### config.mk
export PLATFORM = sky130hd
export DESIGN_NAME = bp_update_arbiter
export DESIGN_NICKNAME = d
export VERILOG_FILES = /design/src/rtl/bp_update_arbiter.sv
export SDC_FILE = /design/constraint.sdc
export NUM_CORES = 1
export LEC_CHECK = 0
export ABC_AREA = 0
export CORE_MARGIN = 2
export CORE_UTILIZATION = 45
export CTS_CLUSTER_DIAMETER = 150
export CTS_CLUSTER_SIZE = 10
export DETAILED_ROUTE_END_ITERATION = 7
export PLACE_DENSITY_LB_ADDON = 0.12
export SYNTH_ARGS = -nofsm -noshare
export SYNTH_HDL_FRONTEND = slang
export SYNTH_SLANG_ARGS = --single-unit
### constraint.sdc
create_clock -name clock -period 11.1 [get_ports clock]
set_clock_uncertainty 0.15 [all_clocks]
set_input_delay 1.665 -clock clock [delete_from_list [all_inputs] [get_ports clock]]
set_output_delay 1.665 -clock clock [all_outputs]
set_load 0.02 [all_outputs]
### src/rtl/bp_update_arbiter.sv
// Branch-predictor update arbiter: merges two branch-resolution ports into a
// circular FIFO and issues at most one predictor update per cycle.
`ifndef XLEN
`define XLEN 32
`endif

module bp_update_arbiter #(
    parameter int DEPTH = 4,
    parameter int XLEN  = `XLEN
) (
    input  logic                       clock,
    input  logic                       reset,
    input  logic [1:0]                 in_valid,
    input  logic [1:0][XLEN-1:0]       in_pc,
    input  logic [1:0]                 in_direction,
    input  logic [1:0][XLEN-1:0]       in_target,
    output logic                       in_ready,
    input  logic                       squash,
    output logic                       update_EN,
    output logic [XLEN-1:0]            update_pc,
    output logic                       update_direction,
    output logic [XLEN-1:0]            update_target,
    output logic [$clog2(DEPTH):0]     count,
    output logic                       overflow
);

    localparam int PW = $clog2(DEPTH);
    localparam int CW = PW + 1;

    typedef struct packed {
        logic [XLEN-1:0] pc;
        logic            direction;
        logic [XLEN-1:0] target;
    } entry_t;

    entry_t          mem [DEPTH];
    logic [PW-1:0]   head, tail, slot1;
    logic [CW-1:0]   count_q, free, need1, enq;
    logic            deq, acc0, acc1, drop;
    entry_t          head_entry;

    always_comb begin
        // NOTE: every comb output gets a default first so no path can infer a latch.
        deq   = (count_q != '0) && !squash;
        // Free space includes the slot the head vacates this same cycle.
        free  = CW'(DEPTH) - count_q + CW'(deq);
        need1 = in_valid[0] ? CW'(2) : CW'(1);
        acc0  = 1'b0;
        acc1  = 1'b0;
        drop  = 1'b0;
        if (!squash) begin
            if (in_valid[0]) begin
                if (free != '0) acc0 = 1'b1;
                else            drop = 1'b1;
            end
            if (in_valid[1]) begin
                if (free >= need1) acc1 = 1'b1;
                else               drop = 1'b1;
            end
        end
        enq   = CW'(acc0) + CW'(acc1);
        slot1 = acc0 ? tail + PW'(1) : tail;
    end

    always_ff @(posedge clock or negedge reset) begin
        // NOTE: sequential state uses non-blocking assignments only.
        if (!reset) begin
            head     <= '0;
            tail     <= '0;
            count_q  <= '0;
            overflow <= 1'b0;
        end else if (squash) begin
            head    <= '0;
            tail    <= '0;
            count_q <= '0;
        end else begin
            if (deq) head <= head + PW'(1);
            tail     <= tail + PW'(enq);
            count_q  <= count_q - CW'(deq) + enq;
            overflow <= overflow | drop;
        end
    end

    // NOTE: entry storage is deliberately not reset; count gates every read.
    always_ff @(posedge clock) begin
        if (acc0) mem[tail]  <= '{pc: in_pc[0], direction: in_direction[0], target: in_target[0]};
        if (acc1) mem[slot1] <= '{pc: in_pc[1], direction: in_direction[1], target: in_target[1]};
    end

    always_comb begin
        head_entry       = mem[head];
        update_EN        = deq;
        update_pc        = update_EN ? head_entry.pc        : '0;
        update_direction = update_EN ? head_entry.direction : 1'b0;
        update_target    = update_EN ? head_entry.target    : '0;
    end

    assign count    = count_q;
    assign in_ready = (count_q <= CW'(DEPTH - 2));

endmodule
Word-level counts from Yosys, hierarchy flattened
Memories as Yosys holds them, arrays and structs flattened.
Index checks and enable logic that the tools add are counted.

word-level totals
  bits in registers = 8
  memory bits (writable) = 260
  input bits = 135
  output and inout bits = 71
  word-level logic and storage cells = 45
  memories kept = 1

operators by class
  add/subtract/negate cells = 8
  $lt $le $gt $ge = 2
  mux-type cells = 24
  bitwise operators = 1
  reductions and logical operators = 5

memories
  name  depth  bits a word  read ports  clocked after Yosys merged registers in  write ports  line  source
  mem   4      65           1           0                                        2            36    entry_t mem [DEPTH];

operators by type and width
  kind                                                                   count
  32-bit 2-to-1 mux                                                      2
  1-bit 2-to-1 mux                                                       16
  2-bit 2-to-1 mux                                                       5
  3-bit nonzero test                                                     2
  2-bit by 1-bit adder with 2-bit output, second input constant          2
  3-bit by 1-bit adder with 3-bit output                                 1
  3-bit by 2-bit adder with 3-bit output                                 1
  3-bit by 2-bit >= comparator with 1-bit output                         1
  3-bit by 2-bit <= comparator with 1-bit output, second input constant  1
  3-bit 2-to-1 mux                                                       1
  3-bit by 1-bit subtractor with 3-bit output                            1
  3-bit subtractor, first input constant                                 1
  1-bit by 1-bit adder with 2-bit output                                 1
  2-bit adder                                                            1
  2-bit nonzero test                                                     1
  1-bit logical AND                                                      1
  1-bit logical NOT                                                      1
  1-bit bitwise OR                                                       1

Depth between registers and ports, before layout
Gate-level depths: netlist of run 1.

  word-level depth = 10
  depth in mapped cells = 18
  gate-level depth less buffers = 18

Least setup slack after synthesis of run 1
Ideal clock, no wire load.

  path type = input -> register
  start point = input port squash
  end point = memory mem[0][0] (netlist name), enable pin
  setup time = 0.422 ns
  data arrival time = 5.279 ns
  data required time = 10.528 ns
  slack = 5.250 ns
  stages = 11
  buffers on the path = 3
  path through = clkbuf_1 -> or2_2 -> ha_1 -> inv_1 -> ha_1 -> nand2b_1 -> or4_1 -> a311oi_2 -> buf_4 -> buf_6 -> a21o_1

RTL lines
  what         line  source
  from (decl)  18    input logic squash,
  to (decl)    36

Worst setup path in the final report of run 1
  start point = input port squash
  end point = output port update_pc[26]

on the way
  longest elaborated chain between the ends = 3

RTL lines
  what               line  source
  1-bit logical NOT  -
  1-bit logical AND  44    deq = (count_q != '0) && !squash;
  32-bit 2-to-1 mux  93    update_pc = update_EN ? head_entry.pc : '0;
  to (decl)          20    output logic [XLEN-1:0] update_pc,

Every way passes these cells.

==> summary.txt, run 1 <==
Outcome
  – Result of the run: finished, final reports clean

Layout
  – Proportion of layout cells with a drive suffix above 1: 22.4%
  – Final non-filler cell total: 1397
  – Utilization of the core after routing: 56.9%
  – Number of nets in the layout: 1131
  – Post-Layout Inst Area: 0.0170 mm²
  – Area growth from synthesis to layout: 23.6%

Synthesis
  – Most common cell in the synthesized netlist: sky130_fd_sc_hd__edfxtp_1
  – Nets in the synthesized netlist: 934
  – Most frequent cells after synthesis: 260 x sky130_fd_sc_hd__edfxtp_1, 156 x sky130_fd_sc_hd__mux2_1, 104 x sky130_fd_sc_hd__mux2_2
  – Yosys Warn Count: 0
  – Cell accounting for the most synthesized area: sky130_fd_sc_hd__edfxtp_1
  – Number of synthesized flops with an enable pin: 260
  – Yosys cell types: 34
  – Avg Inst Size Synth: 17.5 µm²
  – Ranking of synthesized cells by area: sky130_fd_sc_hd__edfxtp_1 57%, sky130_fd_sc_hd__mux2_1 13%, sky130_fd_sc_hd__mux4_2 11%
  – Register bit total from synthesis: 268
  – Netlist area before placement: 0.0137 mm²
  – Proportion of register bits with asynchronous set or reset after synthesis: 2.99%
  – Portion of synthesized cell area occupied by the leading cell type: 56.8%
  – Main flop type after synthesis: sky130_fd_sc_hd__edfxtp_1
  – Fraction of the yosys area taken by sequential cells: 58.3%
  – Synthesized instance count: 785

STA
  – Rel. slew slack: 29.6%
  – Slew at the pin with the worst max-slew slack: 1.06 ns
  – Final count of hold timing violations: 0
  – Minimum clock period after layout: 6.21 ns
  – Unrepaired setup endpoints after global routing: false
  – Post-route fraction of the period consumed by the critical path: 55.9%
  – Number of slew-limit violations in the final report: 0
  – Top achievable clock speed: 161 MHz
  – Worst Slack Setup Final: 4.89 ns
  – Final count of negative-setup-slack endpoints: 0
  – Setup TNS: 0 ns

Worst setup path
  – Worst-path maximum fanout: 40
  – Required arrival time at the worst endpoint: 9.29 ns
  – Capturing element type of the critical path: output port
  – Kind of launch point of the worst setup path: input port
  – Worst EP arrival: 4.40 ns
  – Setup Crit Path Kind: input port to output port

Die
  – Width of the chip: 179 µm
  – Chip height: 179 µm
  – Initial core utilization: 46.0%
  – Area of the core region: 0.0299 mm²
  – Standard-cell row count: 63
  – Die footprint: 0.0320 mm²
  – Top-Level Pins: 206

Placed design
  – Placed cell count: 1340
  – Routability congestion estimate: 0.770
  – Half-perimeter wire length after detailed placement: 18000 µm
  – Post-Place Worst Slack: 4.74 ns
  – Area after detailed placement: 0.0161 mm²
  – Number of port buffers: 205

GRT
  – Via count of the first global-routing pass: 8238
  – Largest net degree at the start of global routing: 66
  – GR Overflow Total: 0
  – All-Layer GR Usage: 20.0%
  – Global-route wire length before repair: 48200 µm
  – Number of antenna violations at the first check in global routing: 3

Hold path
  – Type of the tightest min-delay check: flip-flop to flip-flop

Drt
  – Routed vias: 7678
  – Number of detailed-route iterations in the first pass: 5
  – WL per Instance: 22.4 µm
  – DRC violations left: 0
  – Starting DRC count in detailed routing: 450
  – Remaining antenna violation count after routing: 0
  – Wire length reported by the detailed router: 31400 µm
  – Routed via count divided by cell count: 5.50

Power and ir drop
  – Pwr dens: 221 mW/mm²
  – Maximum resistive drop on vdd: 0.150 mV
  – Leak Pwr: 5.52 nW

Clock network
  – Sinks on the clock net: 268
  – Post-cts repair resize count: 0
  – Number of CTS-inserted buffers: 30
  – Cts hold-fix bufs: 0
  – Clock tree buffer depth: 3
  – Root Buffer: sky130_fd_sc_hd__clkbuf_16
  – Clock latency of the later-clocked register in the worst-skew pair: 0.54 ns
  – CTS tree: built
  – H-tree levels: 1
  – # Post-CTS Setup Buffers: 0
  – Worst-path clk slew: 0.06 ns

Run
  – MaxCap Viol Count: 0
## worst max-delay path, stage by stage
cell	delay [ns]
sky130_fd_sc_hd__clkdlybuf4s50_1	0.66
sky130_fd_sc_hd__or2_2	0.43
sky130_fd_sc_hd__inv_2	0.37
sky130_fd_sc_hd__buf_4	0.44
sky130_fd_sc_hd__and2_1	0.21
sky130_fd_sc_hd__clkdlybuf4s50_1	0.61
## layout by cell type (no fill, tap or decap), drive strengths merged
| master | Yosys | layout |
|---|---|---|
| nand3 | 4 | 4 |
| fa | 1 | 1 |
| inv | 10 | 10 |
| nor4bb | 2 | 2 |
| a21oi | 1 | 1 |
| nor3 | 2 | 2 |
| a211oi | 1 | 1 |
| diode | 0 | 2 |
| buf | 35 | 11 |
| xor2 | 1 | 1 |
| xnor2 | 5 | 5 |
| mux2 | 260 | 260 |
| clkdlybuf4s50 | 0 | 205 |
| and4b | 1 | 1 |
| or4 | 4 | 4 |
| o21ai | 4 | 4 |
| nand2b | 4 | 4 |
| and2 | 65 | 65 |
| a22oi | 1 | 1 |
| nor4 | 1 | 1 |
| clkbuf | 16 | 55 |
| edfxtp | 260 | 260 |
| nor2b | 3 | 3 |
| or2 | 1 | 1 |
| nor2 | 7 | 7 |
| nor4b | 1 | 1 |
| a311oi | 4 | 4 |
| dfrtp | 8 | 8 |
| mux4 | 65 | 65 |
| ha | 13 | 13 |
| a21o | 4 | 4 |
| o21bai | 1 | 1 |
## power breakdown
| group | leakage, nW | internal [W] | total [W] | switching [W] |
|---|---|---|---|---|
| clock | 0.416 | 0.000524 | 0.000903 | 0.000380 |
| sequential | 2.47 | 0.00139 | 0.00150 | 0.000108 |
| combinational | 2.63 | 0.000667 | 0.00135 | 0.000682 |
## through the flow
step	total power, W	hold WS [ns]
after detailed placement	0.00290	0.323
after floorplan	0.00239	0.442
after global routing	0.00395	0.360
after CTS	0.00381	0.340
final	0.00375	0.342
after global placement	0.00290	0.348
## worst paths after layout
path / endpoint / slack, ns / start / cells after the start
worst max-delay path: update_pc[26] / 4.89 / squash / 6
worst min-delay path: overflow / 0.34 / overflow / 1
worst max register to register: count[2] / 6.57 / count[2] / 17
worst min register to register: overflow / 0.34 / overflow / 1
max in group asynchronous: head[0] / 9.25 / reset / 1
min in group asynchronous: overflow / 1.25 / reset / 1
## kinds of logic (layout without fill, tap and decap cells)
logic type                 count (synthesis)  count (layout)  synth area share [%]
muxes                                    325             325                  32.0
DFF                                      268             268                  58.3
and+or+nand+nor                           95              95                  4.28
buffers and inverters                     61             281                  2.75
AOI/OAI and AO/OA                         16              16                  1.04
adders and majority gates                 14              14                  1.33
xor gates and xnor gates                   6               6                 0.382
other                                      0               2                     0
## routing by layer
layer  GRT usage (%)  wire [µm]
met5               0          0
met4            4.27        558
met3            3.52       1630
met2            34.8      15700
met1            26.2      13400
## layout make-up
type | count | area [µm²]
inverter | 10 | 37.5
clock buffer | 55 | 876
sequential | 268 | 8020
fill | 2384 | 12900
multi-input combinational | 456 | 5430
antenna | 2 | 5.00
tap | 390 | 488
timing repair buffer | 216 | 2130
## registers in the layout (all words and copies together), names as in the netlist
name	count
count	3
head	2
mem	260
overflow	1
tail	2
No activity file was read; power rests on OpenSTA's default activity.
==> inputs of run 2 (changes only) <==
==> constraint.sdc (replaced) <==
create_clock -name clock -period 6.03 [get_ports clock]
set_clock_uncertainty 0.15 [all_clocks]
set_input_delay 0.9045 -clock clock [delete_from_list [all_inputs] [get_ports clock]]
set_output_delay 0.9045 -clock clock [all_outputs]
set_load 0.02 [all_outputs]
==> run 2 against run 1 <==
Compared with the run above:
- via count rose by 0.52%
- flip-flop and latch count did not move
- clock power rose by 78%
- combinational power rose by 87%
- critical path depth rose by 12
- register-to-register slack got worse by 5.2 ns
- total power rose by 84%
- sequential share of layout area fell by 0.26 points
- setup slack got worse by 3.5 ns
==> summary.txt, run 2 (synthesized netlist as in run 1, its figures left out) <==
Outcome
  – Result of the run: finished, final reports clean

Worst setup path
  – Critical Path Slowest Stage Cell: sky130_fd_sc_hd__a211oi_2
  – Cell seen most often among critical-path stages: sky130_fd_sc_hd__ha_1
  – Series of cell instances along the critical path: nor3_1 > or2_2 > ha_1 > inv_1 > ha_1 > ha_1 > a211oi_2 > nor2_1 > ha_1 > inv_1 > ha_1 > inv_1 > ha_1 > inv_1 > fa_1 > xnor2_1 > xnor2_1 > nor2_1
  – Kind of launch point of the worst setup path: flip-flop
  – Worst EP arrival: 4.95 ns
  – Worst-path maximum fanout: 6
  – Setup Crit Path Kind: flip-flop to flip-flop
  – Peak per-stage delay on the critical path: 0.73 ns
  – Capturing element type of the critical path: flip-flop
  – Required arrival time at the worst endpoint: 6.31 ns

Layout
  – Number of filler cells placed in the layout: 2384
  – Area growth from synthesis to layout: 24.3%
  – Register with the most flip-flops: mem
  – Final non-filler cell total: 1389
  – Most frequent cells in the layout: 260 x sky130_fd_sc_hd__edfxtp_1, 205 x sky130_fd_sc_hd__clkdlybuf4s50_1, 156 x sky130_fd_sc_hd__mux2_1
  – Proportion of layout cells with a drive suffix above 1: 22.8%
  – Number of nets in the layout: 1133
  – Most common cell after layout, fill and taps aside: sky130_fd_sc_hd__edfxtp_1
  – Max reg flops: 260

Drt
  – Remaining antenna violation count after routing: 0
  – Starting DRC count in detailed routing: 474
  – WL per Instance: 22.9 µm
  – DRC violations left: 0
  – Number of detailed-route iterations in the first pass: 4
  – Routed via count divided by cell count: 5.56
  – Wire length reported by the detailed router: 31900 µm
  – Routed vias: 7718

Clock network
  – H-tree levels: 1
  – Sinks on the clock net: 268
  – Clock latency of the later-clocked register in the worst-skew pair: 0.55 ns
  – Clock tree buffer depth: 3
  – Post-cts repair resize count: 0
  – CTS tree: built
  – Root Buffer: sky130_fd_sc_hd__clkbuf_16
  – Number of CTS-inserted buffers: 30
  – Worst-path clk slew: 0.05 ns
  – # Post-CTS Setup Buffers: 0
  – Cts hold-fix bufs: 0

STA
  – Minimum clock period after layout: 4.66 ns
  – Number of slew-limit violations in the final report: 0
  – Unrepaired setup endpoints after global routing: false
  – Final count of hold timing violations: 0
  – Final count of negative-setup-slack endpoints: 0
  – Top achievable clock speed: 214 MHz
  – Setup TNS: 0 ns
  – Post-route fraction of the period consumed by the critical path: 77.3%
  – Slew at the pin with the worst max-slew slack: 0.877 ns
  – Rel. slew slack: 41.4%

Die
  – Width of the chip: 179 µm
  – Top-Level Pins: 206
  – Die footprint: 0.0320 mm²
  – Chip height: 179 µm
  – Initial core utilization: 46.0%
  – Standard-cell row count: 63
  – Area of the core region: 0.0299 mm²

Placed design
  – Placed cell count: 1342
  – Number of port buffers: 205
  – Routability congestion estimate: 0.755
  – Half-perimeter wire length after detailed placement: 17800 µm

GRT
  – Largest net degree at the start of global routing: 66
  – GR Overflow Total: 0
  – Number of antenna violations at the first check in global routing: 2
  – All-Layer GR Usage: 20.2%
  – Global-route wire length before repair: 48400 µm
  – Via count of the first global-routing pass: 8229

Power and ir drop
  – Leak Pwr: 5.54 nW
  – Pwr dens: 404 mW/mm²
  – Maximum resistive drop on vdd: 0.250 mV

Run
  – MaxCap Viol Count: 0

Hold path
  – Type of the tightest min-delay check: flip-flop to flip-flop
[run 2: cell count changes in the layout (fill, tap and decap cells not counted)]
| cell | previous run | this run |
|---|---|---|
| sky130_fd_sc_hd__buf_12 | 0 | 10 |
| sky130_fd_sc_hd__clkbuf_1 | 23 | 13 |
| sky130_fd_sc_hd__buf_4 | 11 | 3 |
| sky130_fd_sc_hd__clkbuf_16 | 31 | 30 |
| sky130_fd_sc_hd__clkinv_8 | 0 | 1 |
[run 2: report_power, final]
| group | internal [W] | leakage (nW) | total, W | switching [W] |
|---|---|---|---|---|
| registers | 0.00255 | 2.47 | 0.00278 | 0.000228 |
| clock network | 0.000916 | 0.399 | 0.00161 | 0.000696 |
| logic | 0.00128 | 2.67 | 0.00252 | 0.00124 |
[run 2: path summary, 6_finish.rpt]
kind,from,endpoint,slack [ns],depth (start not counted)
max,count[2],count[2],1.37,18
min,overflow,overflow,0.35,1
max reg2reg,count[2],count[2],1.37,18
min reg2reg,overflow,overflow,0.35,1
max in group asynchronous,reset,head[1],4.91,1
min in group asynchronous,reset,tail[0],0.50,1
[run 2: routing by layer]
layer | track usage [%] | part of all wire, %
met3 | 3.54 | 4.6
met5 | 0 | 0
met2 | 35.7 | 51
met1 | 26.2 | 43
met4 | 4.37 | 1.7
[run 2: layout make-up]
cell class | instances | area [µm²] | area share [%]
clock buffer | 44 | 813 | 4.76
inverter | 10 | 37.5 | 0.220
antenna | 2 | 5.00 | 0.0293
multi-input combinational | 456 | 5430 | 31.8
sequential | 268 | 8020 | 46.9
tap | 390 | 488 | 2.86
timing repair buffer | 218 | 2270 | 13.3
clock inverter | 1 | 16.3 | 0.0952
[run 2: metrics by stage]
stage | hold slack [ns] | util [%] | setup slack [ns] | total power (W) | cell area (µm²)
floorplan | 0.442 | - | 0.940 | 0.00440 | 13700
global placement | 0.327 | 54.4 | 0.847 | 0.00537 | 16200
detailed placement | 0.350 | 54.4 | 0.806 | 0.00538 | 16200
CTS | 0.366 | 57.2 | 1.37 | 0.00700 | 17100
global route | 0.376 | 57.2 | 1.08 | 0.00726 | 17100
finish | 0.354 | 57.2 | 1.37 | 0.00691 | 17100
[run 2: worst max-delay path, delay by kind of cell (launching register included)]
| kind | cells | cell delay (ns) |
|---|---|---|
| AO/OA/AOI/OAI | 1 | 0.73 |
| XOR/XNOR | 2 | 0.31 |
| adder cells (fa/ha/maj) | 7 | 1.86 |
| buffers and inverters | 4 | 0.18 |
| flip-flops | 1 | 0.51 |
| AND/OR/NAND/NOR | 4 | 0.80 |
==> inputs of run 3 (changes only) <==
==> constraint.sdc (replaced) <==
create_clock -name clock -period 4.8 [get_ports clock]
set_clock_uncertainty 0.15 [all_clocks]
set_input_delay 0.72 -clock clock [delete_from_list [all_inputs] [get_ports clock]]
set_output_delay 0.72 -clock clock [all_outputs]
set_load 0.02 [all_outputs]
==> run 3 against run 2 <==
Compared with the run above:
- design area rose by 1.7%
- total power increased by 28%
- routed wire length down 0.15%
- global-route usage decreased by 0.17 points
- sequential share of layout area decreased by 0.80 points
- worst hold slack lost 0.049 ns
- fmax up 15%
==> summary.txt, run 3 (synthesized netlist as in run 1, its figures left out) <==
Layout
  – Proportion of layout cells with a drive suffix above 1: 24.0%
  – Register with the most flip-flops: mem
  – Max reg flops: 260
  – Most frequent cells in the layout: 260 x sky130_fd_sc_hd__edfxtp_1, 205 x sky130_fd_sc_hd__clkdlybuf4s50_1, 156 x sky130_fd_sc_hd__mux2_1
  – Total area of sequential cells: 0.00802 mm²
  – Area occupied by multi-input gates: 0.00543 mm²
  – Most common cell after layout, fill and taps aside: sky130_fd_sc_hd__edfxtp_1
  – Number of nets in the layout: 1153
  – Number of filler cells placed in the layout: 2322
  – Area growth from synthesis to layout: 26.5%

Drt
  – WL per Instance: 22.4 µm
  – Remaining antenna violation count after routing: 0
  – DRC violations left: 0
  – Routed vias: 7789
  – Starting DRC count in detailed routing: 581
  – Number of detailed-route iterations in the first pass: 7
  – Routed via count divided by cell count: 5.49
  – Wire length reported by the detailed router: 31800 µm

Power and ir drop
  – Pwr dens: 510 mW/mm²
  – Maximum resistive drop on vdd: 0.283 mV
  – Leak Pwr: 5.69 nW
  – Power Total: 0.00886 W

Placed design
  – Routability congestion estimate: 0.823
  – Number of port buffers: 205
  – Half-perimeter wire length after detailed placement: 19800 µm

Clock network
  – Sinks on the clock net: 268
  – Clock tree buffer depth: 3
  – # Post-CTS Setup Buffers: 0
  – Post-cts repair resize count: 0
  – Worst-path clk slew: 0.06 ns
  – Cts hold-fix bufs: 0
  – Number of CTS-inserted buffers: 30
  – H-tree levels: 1
  – Root Buffer: sky130_fd_sc_hd__clkbuf_16
  – CTS tree: built
  – Clock latency of the later-clocked register in the worst-skew pair: 0.54 ns

Die
  – Die footprint: 0.0320 mm²
  – Area of the core region: 0.0299 mm²
  – Initial core utilization: 46.0%
  – Width of the chip: 179 µm
  – Standard-cell row count: 63
  – Chip height: 179 µm
  – Top-Level Pins: 206

STA
  – Minimum clock period after layout: 4.05 ns
  – Unrepaired setup endpoints after global routing: false
  – Rel. slew slack: 51.6%
  – Top achievable clock speed: 247 MHz
  – Number of slew-limit violations in the final report: 0
  – Setup TNS: 0 ns
  – Final count of hold timing violations: 0
  – Slew at the pin with the worst max-slew slack: 0.726 ns
  – Final count of negative-setup-slack endpoints: 0
  – Post-route fraction of the period consumed by the critical path: 84.3%

GRT
  – Via count of the first global-routing pass: 8287
  – Global-route wire length before repair: 48500 µm
  – Largest net degree at the start of global routing: 44
  – Number of antenna violations at the first check in global routing: 2
  – GR Overflow Total: 0
  – All-Layer GR Usage: 20.1%

Worst setup path
  – Setup Crit Path Kind: flip-flop to flip-flop
  – Kind of launch point of the worst setup path: flip-flop
  – Worst EP arrival: 4.33 ns
  – Capturing element type of the critical path: flip-flop
  – Worst-path maximum fanout: 10
  – Required arrival time at the worst endpoint: 5.08 ns
  – R2R cell count: 18

Outcome
  – Result of the run: finished, final reports clean

Run
  – MaxCap Viol Count: 0

Hold path
  – Type of the tightest min-delay check: input port to async pin
==> run 3: cell count changes in the layout (fill, tap and decap cells not counted), sizes merged <==
cell,before,now
buf,13,33
clkbuf,44,56
clkinv,1,0
diode,2,1
==> run 3: metal layers <==
layer  global-route usage (%)  vias to the layer above  wire [µm]
li1                         -                     3562          -
met1                     26.3                     3998      13700
met2                     34.7                      189      16000
met3                     3.82                       40       1670
met4                     4.44                        0        512
met5                        0                        -          0
==> run 3: cell type report <==
type	instances	share of cell area [%]
Tap cell	390	2.81
Sequential cell	268	46.1
Clock buffer	56	5.06
Timing Repair Buffer	238	14.5
Antenna cell	1	0.0144
Multi-Input combinational cell	456	31.3
Inverter	10	0.216
==> run 3: worst paths after layout <==
check	startpoint	to	slack, ns
max	count[2]	count[2]	0.75
min	reset	overflow	0.31
max reg2reg	count[2]	count[2]	0.75
min reg2reg	overflow	overflow	0.33
max in group asynchronous	reset	head[0]	3.90
min in group clock	overflow	overflow	0.33
==> run 3: critical path, stage by stage (launching register included) <==
cell and delay (ns):
sky130_fd_sc_hd__dfrtp_1 0.50, sky130_fd_sc_hd__nor3_1 0.37, sky130_fd_sc_hd__or2_2 0.20, sky130_fd_sc_hd__ha_1 0.14, sky130_fd_sc_hd__inv_1 0.04, sky130_fd_sc_hd__ha_1 0.18, sky130_fd_sc_hd__xor2_1 0.49, sky130_fd_sc_hd__nor2_1 0.14
sky130_fd_sc_hd__nor2_1 0.18, sky130_fd_sc_hd__ha_1 0.27, sky130_fd_sc_hd__inv_1 0.06, sky130_fd_sc_hd__ha_1 0.21, sky130_fd_sc_hd__inv_1 0.06, sky130_fd_sc_hd__ha_1 0.12, sky130_fd_sc_hd__inv_1 0.05, sky130_fd_sc_hd__fa_1 0.42
sky130_fd_sc_hd__xnor2_1 0.17, sky130_fd_sc_hd__xnor2_1 0.13, sky130_fd_sc_hd__nor2_1 0.05
==> run 3: through the flow <==
| step | hold WS [ns] | util (%) | std cells | setup WS, ns | cell area [µm²] |
|---|---|---|---|---|---|
| floorplan | 0.274 | - | 785 | 0.456 | 13700 |
| global placement | 0.319 | 55.2 | 1362 | 0.368 | 16500 |
| detailed placement | 0.325 | 55.2 | 1362 | 0.294 | 16500 |
| CTS | 0.288 | 58.2 | 1418 | 0.711 | 17400 |
| global route | 0.312 | 58.2 | 1419 | 0.396 | 17400 |
| finish | 0.305 | 58.2 | 1419 | 0.751 | 17400 |
==> run 3: report_power, final <==
group / switching (W) / internal, W / leakage [nW]
clock network: 0.000881 / 0.00121 / 0.418
registers: 0.000253 / 0.00320 / 2.47
logic: 0.00161 / 0.00171 / 2.80
total: 0.00274 / 0.00612 / 5.69
